**config.mk**
```make
export PLATFORM = sky130hd
export DESIGN_NAME = alu_rr_arbiter_flat
export DESIGN_NICKNAME = d
export VERILOG_FILES = /design/src/rtl/alu_rr_arbiter_if.sv /design/src/rtl/alu_rr_arbiter.sv /design/src/flat_wrapper.sv
export SDC_FILE = /design/constraint.sdc
export NUM_CORES = 1
export LEC_CHECK = 0
export CORE_AREA = 10 10 222 224
export CTS_CLUSTER_SIZE = 16
export DETAILED_ROUTE_END_ITERATION = 7
export DIE_AREA = 0 0 232 234
export MAX_ROUTING_LAYER = met4
export PLACE_DENSITY = 0.58
export SYNTH_ARGS = -nofsm -noshare
export SYNTH_HDL_FRONTEND = slang
export SYNTH_SLANG_ARGS = --single-unit
```
**constraint.sdc**
```tcl
create_clock -name clk -period 1.6 [get_ports clk]
set_clock_uncertainty 0.15 [all_clocks]
set_input_delay 0.16 -clock clk [delete_from_list [all_inputs] [get_ports clk]]
set_output_delay 0.16 -clock clk [all_outputs]
set_load 0.005 [all_outputs]
```
**src/rtl/alu_rr_arbiter_if.sv**
```systemverilog
// alu_rr_arbiter_if
// Groups the two request channels, the two response channels, the ALU
// drive/return signals and the busy flag of alu_rr_arbiter.
// The slave modport is the arbiter's view. The master modport is the view of
// the surrounding issue logic, consumers and ALU.
interface alu_rr_arbiter_if #(
  parameter int WIDTH = 64,
  parameter int OPW   = 3
);

  logic             req0_valid;
  logic             req0_ready;
  logic [OPW-1:0]   req0_op;
  logic [WIDTH-1:0] req0_a;
  logic [WIDTH-1:0] req0_b;

  logic             req1_valid;
  logic             req1_ready;
  logic [OPW-1:0]   req1_op;
  logic [WIDTH-1:0] req1_a;
  logic [WIDTH-1:0] req1_b;

  logic             rsp0_valid;
  logic             rsp0_ready;
  logic [WIDTH-1:0] rsp0_result;

  logic             rsp1_valid;
  logic             rsp1_ready;
  logic [WIDTH-1:0] rsp1_result;

  logic [OPW-1:0]   alu_op;
  logic [WIDTH-1:0] alu_a;
  logic [WIDTH-1:0] alu_b;
  logic [WIDTH-1:0] alu_result;

  logic             busy;

  modport slave (
    input  req0_valid, req0_op, req0_a, req0_b,
    input  req1_valid, req1_op, req1_a, req1_b,
    input  rsp0_ready, rsp1_ready,
    input  alu_result,
    output req0_ready, req1_ready,
    output rsp0_valid, rsp0_result,
    output rsp1_valid, rsp1_result,
    output alu_op, alu_a, alu_b,
    output busy
  );

  modport master (
    output req0_valid, req0_op, req0_a, req0_b,
    output req1_valid, req1_op, req1_a, req1_b,
    output rsp0_ready, rsp1_ready,
    output alu_result,
    input  req0_ready, req1_ready,
    input  rsp0_valid, rsp0_result,
    input  rsp1_valid, rsp1_result,
    input  alu_op, alu_a, alu_b,
    input  busy
  );

endinterface

```
**src/rtl/alu_rr_arbiter.sv**
```systemverilog
// alu_rr_arbiter
// Shares one combinational ALU between the execute stage (port 0) and
// address-gen (port 1). Only one operation is in flight at a time. The FSM
// walks IDLE -> EXEC -> RESP -> IDLE.
// The winner's operands are latched and driven to the ALU for one cycle.
// The result is then captured and held on the winner's response channel
// until the consumer takes it.
// Optional feature macro: ALU_ARB_FIXED_PRIO_EN. When it is defined, port 0
// always wins a tie. When it is not defined, ties alternate round-robin.
module alu_rr_arbiter #(
  parameter int WIDTH = 64,
  parameter int OPW   = 3
) (
  input  logic             clk,
  input  logic             rst,
  alu_rr_arbiter_if.slave  bus
);

  typedef enum logic [1:0] {
    S_IDLE = 2'd0,
    S_EXEC = 2'd1,
    S_RESP = 2'd2
  } state_t;

  state_t           r_state;
  state_t           w_nextState;
  logic             r_owner;
  logic [OPW-1:0]   r_op;
  logic [WIDTH-1:0] r_a;
  logic [WIDTH-1:0] r_b;
  logic [WIDTH-1:0] r_result;

  logic             w_anyValid;
  logic             w_grantPort;
  logic             w_accept;
  logic             w_rspFire;

  assign w_anyValid = bus.req0_valid | bus.req1_valid;
  assign w_accept   = (r_state == S_IDLE) && w_anyValid && !rst;
  assign w_rspFire  = (r_state == S_RESP) &&
                      (r_owner ? bus.rsp1_ready : bus.rsp0_ready);

`ifdef ALU_ARB_FIXED_PRIO_EN
  // Pick the winner: port 0 takes every tie, port 1 only wins when alone
  always_comb begin
    w_grantPort = 1'b0;
    if (!bus.req0_valid && bus.req1_valid) begin
      w_grantPort = 1'b1;
    end
  end
`else
  logic r_lastGrant;

  // Pick the winner: a lone requester wins, a tie goes to the port served less recently
  always_comb begin
    w_grantPort = 1'b0;
    if (bus.req0_valid && bus.req1_valid) begin
      w_grantPort = ~r_lastGrant;
    end else if (bus.req1_valid) begin
      w_grantPort = 1'b1;
    end
  end

  // Remember who was served last; reset to 1 so port 0 takes the first tie
  always_ff @(posedge clk) begin
    if (rst) begin
      r_lastGrant <= 1'b1;
    end else if (w_rspFire) begin
      r_lastGrant <= r_owner;
    end
  end
`endif

  // State register
  always_ff @(posedge clk) begin
    if (rst) begin
      r_state <= S_IDLE;
    end else begin
      r_state <= w_nextState;
    end
  end

  // Next state plus every output; outputs idle at zero outside their own state
  always_comb begin
    w_nextState     = r_state;
    bus.req0_ready  = 1'b0;
    bus.req1_ready  = 1'b0;
    bus.rsp0_valid  = 1'b0;
    bus.rsp1_valid  = 1'b0;
    bus.rsp0_result = '0;
    bus.rsp1_result = '0;
    bus.alu_op      = '0;
    bus.alu_a       = '0;
    bus.alu_b       = '0;
    bus.busy        = (r_state != S_IDLE);

    case (r_state)
      S_IDLE: begin
        if (w_accept) begin
          bus.req0_ready = ~w_grantPort;
          bus.req1_ready = w_grantPort;
          w_nextState    = S_EXEC;
        end
      end

      S_EXEC: begin
        bus.alu_op  = r_op;
        bus.alu_a   = r_a;
        bus.alu_b   = r_b;
        w_nextState = S_RESP;
      end

      S_RESP: begin
        if (r_owner) begin
          bus.rsp1_valid  = 1'b1;
          bus.rsp1_result = r_result;
        end else begin
          bus.rsp0_valid  = 1'b1;
          bus.rsp0_result = r_result;
        end
        if (w_rspFire) begin
          w_nextState = S_IDLE;
        end
      end

      default: begin
        w_nextState = S_IDLE;
      end
    endcase
  end

  // Latch the winner's operands at the accept edge and capture the ALU result at the end of EXEC
  always_ff @(posedge clk) begin
    if (rst) begin
      r_owner  <= 1'b0;
      r_op     <= '0;
      r_a      <= '0;
      r_b      <= '0;
      r_result <= '0;
    end else begin
      if (w_accept) begin
        r_owner <= w_grantPort;
        r_op    <= w_grantPort ? bus.req1_op : bus.req0_op;
        r_a     <= w_grantPort ? bus.req1_a  : bus.req0_a;
        r_b     <= w_grantPort ? bus.req1_b  : bus.req0_b;
      end
      if (r_state == S_EXEC) begin
        r_result <= bus.alu_result;
      end
    end
  end

endmodule

```
**src/flat_wrapper.sv**
```systemverilog
// flat-port wrapper written by rule: the top's interface ports become plain ports
module alu_rr_arbiter_flat 
#(
  parameter int WIDTH = 64,
  parameter int OPW   = 3
)
  (clk, rst, bus_req0_valid, bus_req0_op, bus_req0_a, bus_req0_b, bus_req1_valid, bus_req1_op, bus_req1_a, bus_req1_b, bus_rsp0_ready, bus_rsp1_ready, bus_alu_result, bus_req0_ready, bus_req1_ready, bus_rsp0_valid, bus_rsp0_result, bus_rsp1_valid, bus_rsp1_result, bus_alu_op, bus_alu_a, bus_alu_b, bus_busy);
  alu_rr_arbiter_if #(.WIDTH(WIDTH), .OPW(OPW)) bus_i ();
  input  logic clk;
  input  logic rst;
  input wire logic [$bits(bus_i.req0_valid)-1:0] bus_req0_valid;
  input wire logic [$bits(bus_i.req0_op)-1:0] bus_req0_op;
  input wire logic [$bits(bus_i.req0_a)-1:0] bus_req0_a;
  input wire logic [$bits(bus_i.req0_b)-1:0] bus_req0_b;
  input wire logic [$bits(bus_i.req1_valid)-1:0] bus_req1_valid;
  input wire logic [$bits(bus_i.req1_op)-1:0] bus_req1_op;
  input wire logic [$bits(bus_i.req1_a)-1:0] bus_req1_a;
  input wire logic [$bits(bus_i.req1_b)-1:0] bus_req1_b;
  input wire logic [$bits(bus_i.rsp0_ready)-1:0] bus_rsp0_ready;
  input wire logic [$bits(bus_i.rsp1_ready)-1:0] bus_rsp1_ready;
  input wire logic [$bits(bus_i.alu_result)-1:0] bus_alu_result;
  output wire logic [$bits(bus_i.req0_ready)-1:0] bus_req0_ready;
  output wire logic [$bits(bus_i.req1_ready)-1:0] bus_req1_ready;
  output wire logic [$bits(bus_i.rsp0_valid)-1:0] bus_rsp0_valid;
  output wire logic [$bits(bus_i.rsp0_result)-1:0] bus_rsp0_result;
  output wire logic [$bits(bus_i.rsp1_valid)-1:0] bus_rsp1_valid;
  output wire logic [$bits(bus_i.rsp1_result)-1:0] bus_rsp1_result;
  output wire logic [$bits(bus_i.alu_op)-1:0] bus_alu_op;
  output wire logic [$bits(bus_i.alu_a)-1:0] bus_alu_a;
  output wire logic [$bits(bus_i.alu_b)-1:0] bus_alu_b;
  output wire logic [$bits(bus_i.busy)-1:0] bus_busy;
  assign bus_i.req0_valid = bus_req0_valid;
  assign bus_i.req0_op = bus_req0_op;
  assign bus_i.req0_a = bus_req0_a;
  assign bus_i.req0_b = bus_req0_b;
  assign bus_i.req1_valid = bus_req1_valid;
  assign bus_i.req1_op = bus_req1_op;
  assign bus_i.req1_a = bus_req1_a;
  assign bus_i.req1_b = bus_req1_b;
  assign bus_i.rsp0_ready = bus_rsp0_ready;
  assign bus_i.rsp1_ready = bus_rsp1_ready;
  assign bus_i.alu_result = bus_alu_result;
  assign bus_req0_ready = bus_i.req0_ready;
  assign bus_req1_ready = bus_i.req1_ready;
  assign bus_rsp0_valid = bus_i.rsp0_valid;
  assign bus_rsp0_result = bus_i.rsp0_result;
  assign bus_rsp1_valid = bus_i.rsp1_valid;
  assign bus_rsp1_result = bus_i.rsp1_result;
  assign bus_alu_op = bus_i.alu_op;
  assign bus_alu_a = bus_i.alu_a;
  assign bus_alu_b = bus_i.alu_b;
  assign bus_busy = bus_i.busy;
  alu_rr_arbiter #(.WIDTH(WIDTH), .OPW(OPW)) u_core (.clk(clk), .rst(rst), .bus(bus_i));
endmodule
```
## Word level (Yosys, flattened, before mapping)

Cells that the tools add are included.

| operators by class | value |
|---|---|
| equality and inequality tests | 4 |
| multiplexer cells | 24 |
| bitwise gates (word level) | 3 |
| reduce and logical (&&, ||, !) cells | 8 |

Operator list:

| kind | number |
|---|---|
| two-way mux 64 bit | 8 |
| two-way mux 1 bit | 11 |
| two-way mux 3 bit | 2 |
| one-hot mux 2 bit (3 select lines) | 1 |
| logical AND 1 bit | 4 |
| two-way mux 2 bit | 2 |
| != test 2 x 1 -> 1 bit, second input constant | 2 |
| == test 2 x 1 -> 1 bit, second input constant | 1 |
| == test 2 bit, second input constant | 1 |
| logical NOT 2 bit | 1 |
| NOT 1 bit | 2 |
| AND reduction 2 bit | 1 |
| nonzero test 2 bit | 1 |
| logical NOT 1 bit | 1 |
| bitwise OR 1 bit | 1 |

| storage, ports and cells | value |
|---|---|
| bits in registers | 199 |
| bits of input ports | 332 |
| output and inout port bits | 264 |

## Longest topological paths before layout

Gate-level depths: netlist of run 1.

| logic depth | value |
|---|---|
| word-level depth | 5 |
| mapped depth | 7 |

## Worst setup path before layout of run 1

No wires, ideal clock.

| path | value |
|---|---|
| path kind | reg-to-reg |
| start | reg u_core.r_lastGrant |
| end | reg u_core.r_a[0] |
| library setup time | 0.122 ns |
| arrival time | 1.431 ns |
| data required time | 1.328 ns |
| path slack | -0.103 ns |
| cell stages (with the launch flop) | 8 |
| period minus slack after synthesis | 1.703 ns |
| cells stage by stage | dfxtp_1 > nand2b_1 > buf_6 > and3_4 > buf_6 > buf_6 > buf_6 > a221o_1 |

| on the way | value |
|---|---|
| longest elaborated chain between the ends | 3 |

RTL lines:

| what | line | source |
|---|---|---|
| start, declared | alu_rr_arbiter.sv:52 | `logic r_lastGrant;` |
| start signal, assigned | alu_rr_arbiter.sv:69 | `r_lastGrant <= r_owner;` |
| NOT 1 bit | alu_rr_arbiter.sv:58 | `w_grantPort = ~r_lastGrant;` |
| two-way mux 1 bit | alu_rr_arbiter.sv:57 | `if (bus.req0_valid && bus.req1_valid) begin` |
| two-way mux 64 bit | alu_rr_arbiter.sv:144 | `r_a <= w_grantPort ? bus.req1_a : bus.req0_a;` |
| end signal, assigned | alu_rr_arbiter.sv:144 |  |
| end, declared | alu_rr_arbiter.sv:29 | `logic [WIDTH-1:0] r_a;` |

Every way passes these cells.
A chain may end at the register's enable or synchronous reset.

## Final worst setup path of run 1

| path | value |
|---|---|
| start | reg u_core.r_state[1] |
| end | out bus_alu_b[41] |

| on the way | value |
|---|---|
| longest elaborated chain between the ends | 2 |

RTL lines:

| what | line | source |
|---|---|---|
| start, declared | alu_rr_arbiter.sv:25 | `state_t r_state;` |
| start signal, assigned | alu_rr_arbiter.sv:79 | `r_state <= w_nextState;` |
| == test 2 x 1 -> 1 bit | alu_rr_arbiter.sv:97 | `case (r_state)` |
| two-way mux 64 bit | alu_rr_arbiter.sv:97 |  |
| end, declared | flat_wrapper.sv:30 | `output wire logic [$bits(bus_i.alu_b)-1:0] bus_alu_b;` |

Every way passes these cells.

==> results of run 1 <==
kinds of logic after synthesis:
family | after synthesis | share of synthesized area (%)
compound gates | 227 | 18.12
flops | 199 | 42.30
buf+inv | 126 | 6.071
mux | 1 | 0.1063
simple gates | 559 | 33.40
area by class of cell:
| class | instances | area [um^2] |
|---|---|---|
| Antenna cell | 2 | 5.005 |
| Fill cell | 4351 | 25120 |
| Timing Repair Buffer | 776 | 8733 |
| Clock buffer | 20 | 456.7 |
| Clock inverter | 12 | 173.9 |
| Inverter | 1 | 7.507 |
| Multi-Input combinational cell | 787 | 5657 |
| Sequential cell | 199 | 3994 |
| Tap cell | 600 | 750.7 |
per-layer routing:
layer | track usage (%) | part of all wire, %
met1 | 20.55 | 39
met2 | 30.42 | 49
met3 | 6.587 | 8.8
met4 | 8.066 | 3.5
met5 | - | 0
power by group through the flow:
stage	Clock (mW)	Combinational [mW]	Sequential, mW
5_1_grt	5.13	4.88	5.78
2_1_floorplan	0	1.27	5.68
4_1_cts	4.95	3.79	5.69
6_report	4.84	4.61	5.74
3_5_place_dp	0	3.14	5.79
3_3_place_gp	0	3.11	5.78
critical path, delay by kind of cell, from the launching register on:
family | cells | cell delay (ns)
and+or+nand+nor | 2 | 0.26
DFF | 1 | 0.36
buffers and inverters | 7 | 0.83
state kept, by name, summed over array words and instances (netlist names):
name and flops:
u_core.r_op 3, u_core.r_result 64, u_core.r_lastGrant 1, u_core.r_b 64, u_core.r_state 2, u_core.r_owner 1
u_core.r_a 64
layout by cell type, fill, tap and decap left out, types with 2 or more instances in the layout:
cell type	synthesis	routed
clkdlybuf4s50_1	0	330
buf_6	6	206
dfxtp_1	199	195
and3_1	170	139
and2_4	0	133
nand2_1	128	118
a221o_1	106	106
and2_1	197	64
buf_12	0	56
buf_2	24	47
clkbuf_16	0	41
buf_4	6	39
a21oi_1	68	36
and3_4	1	32
a21oi_2	1	32
nand3_1	25	25
nand4_1	25	25
a31oi_1	25	25
clkdlybuf4s15_2	0	25
clkbuf_2	1	23
o21ai_2	0	17
buf_8	0	16
buf_16	0	7
nand2_2	0	5
nand2_4	0	5
o21ai_0	25	4
o21ai_1	0	4
clkinv_2	0	4
bufinv_16	0	4
nor2b_4	0	3
diode_2	0	2
clkinvlp_4	0	2
clkbuf_8	0	2
clkinv_4	0	2
dfxtp_2	0	2
dfxtp_4	0	2
path summary, 6_finish.rpt:
| check | from | to | slack [ns] | cells after the start |
|---|---|---|---|---|
| worst max-delay path | u_core.r_state[1] | bus_alu_b[41] | -0.64 | 9 |
| worst min-delay path | bus_alu_result[56] | u_core.r_result[56] | 0.08 | 3 |
| worst max register to register | u_core.r_state[0] | u_core.r_b[60] | -0.35 | 8 |
| worst min register to register | u_core.r_result[46] | u_core.r_result[46] | 0.32 | 2 |
timing repair:
action                                  CTS  global route
hold endpoints to repair                  0             0
endpoints found under the setup margin  457           461
hold buffers                              0             0
cloned                                   13            35
gates resized for setup                 808           679
setup buffers                            58            31
pin swaps                                10           111
==> results.md, run 1 <==
* Cell taking the most area after synthesis: dfxtp_1
* CP Max Fanout at 5
* Die area at 54290 um^2
* Initial core utilization at a little over a fifth
* GP Congestion at 0.8047
* Class of the worst hold path: input pin to flip-flop
* Hold WS at 0.07619 ns
* Final Util at 44.06%
* Initial detailed-routing violation count at 727
* RSZ-0062 raised after global routing: true
* Max_cap viols at 0
* Worst-margin pin slew at 0.5942 ns
* Kind of critical path: flip-flop to output port
* H-tree Lvls at 4
* WP data required at 1.29 ns
* First-pass DRT Iterations at 5
* Placed cells at 2254
* Yosys cell types at 29
* Antenna-violating nets left at 0
* Clk_lat worst skew at 0.47 ns
* Pwr/cell area at 768.3 nW/um^2
* Final worst path period share at 140.0%
* Worst VDD drop at around 0.60 mV
* Layout net count at 2114
* DRC violations left at 0
* Gr ovfl total at 0
* CTS tree: yes
* Root buffer cell: clkbuf_16
* Synth top cells by count: 199 x dfxtp_1, 197 x and2_1, 170 x and3_1
* Sequential Power Share at 37.8%
* NetSw at roughly 4.4 mW
* Power Total at 15.19 mW
* Min Clock Period, post-route at about 2.2 ns
* Status: finished, violations left
* Post-synthesis cell area at between 9000 and 10000 um^2
* Setup ws final at -0.6397 ns
* Synth Flop Type: dfxtp_1
* Vias in the first global route at 11270
* Overall routed net length at 58280 um
* Clock power share at 31.9%
* CTS Buf Count at 17
* IO Pins at 596
* CP peak stage delay at around 0.36 ns
* Die boundary width at 232 um
* Post-DR vias/cell at a little under 5
* Internal at 10.84 mW
* Worst slack at placement at -0.6324 ns
* Setup violations, final at 460
* Max Fclk at around 450 MHz
* Critical path data arrival time at 1.93 ns
* Die Height at 234 um
* Top cell type's share of synthesized area at about 42%
* Largest net degree at the start of global routing at 94
* Per-cell routed wire length at 24.31 um
* Top-count cell post-synth: dfxtp_1
* Crit-path slowest cell: dfxtp_4
* Critical Path Start Type: flip-flop
* Switching fraction of total power at 28.66%
* Syn Area/Cell at 8.469 um^2
* Combinational power share at just over 30%
* Max Buffers Root-to-Sink at 2
* Final cell count without fillers at approximately 2400
* Synth top area cells: dfxtp_1 42%, and2_1 13%, and3_1 11%, a221o_1 11%, nand2_1 5.1%
* CORE AREA at between 40000 and 50000 um^2
* Global-route wire length before repair at 74180 um
* Post-synth ARST share at 0%
* Cell Chain, Critical Path: buf_6 -> nor2b_4 -> buf_8 -> buf_12 -> buf_8 -> buf_16 -> buf_4 -> and2_4 -> buf_6
* Clk sink count at 199
* Synth Register Bits at 199
* Layout cell share with drive strength beyond 1 at 39.83%
* Mapped Cells at approximately 1100
* Area after DPL at 16470 um^2
* Vias at 11530
* HPWL after DPL at 37900 um
* Worst-path clk slew at about 0.080 ns
* Setup TNS at -174.53 ns
* Antenna violations before repair at 4
* Failing checks: setup timing
* Final instance area at between 15000 and 20000 um^2
* Post-synth EDFFs at 0
* Setup crit end kind: output port
* Final Hold Vio Count at 0
* Total GRT Usage at 18.74%
* Max Slew Vio Count at 0
* Area Growth Syn to Fin at 110.0%
* Slew margin rel. at 60.39%
* Port-buffer cells at 595
* Cell row count at a little under 80
* Sequential share of the synthesized area at 42.30%
* Leakage at between 8 and 9 nW
* Ys Warns at 0
* Post-Syn Nets at between 1000 and 1500
Note: power is estimated with default switching activity, not from simulation.
==> inputs of run 2 (changes only) <==
--- a/config.mk
+++ b/config.mk
@@ -6,11 +6,13 @@
 export NUM_CORES = 1
 export LEC_CHECK = 0
 export CORE_AREA = 10 10 222 224
+export CTS_CLUSTER_DIAMETER = 40
 export CTS_CLUSTER_SIZE = 16
 export DETAILED_ROUTE_END_ITERATION = 7
 export DIE_AREA = 0 0 232 234
 export MAX_ROUTING_LAYER = met4
 export PLACE_DENSITY = 0.58
+export SLEW_MARGIN = 30
 export SYNTH_ARGS = -nofsm -noshare
 export SYNTH_HDL_FRONTEND = slang
 export SYNTH_SLANG_ARGS = --single-unit
==> results of run 2 <==
No change in the layout: final DEF, timing and power equal those of run 1.
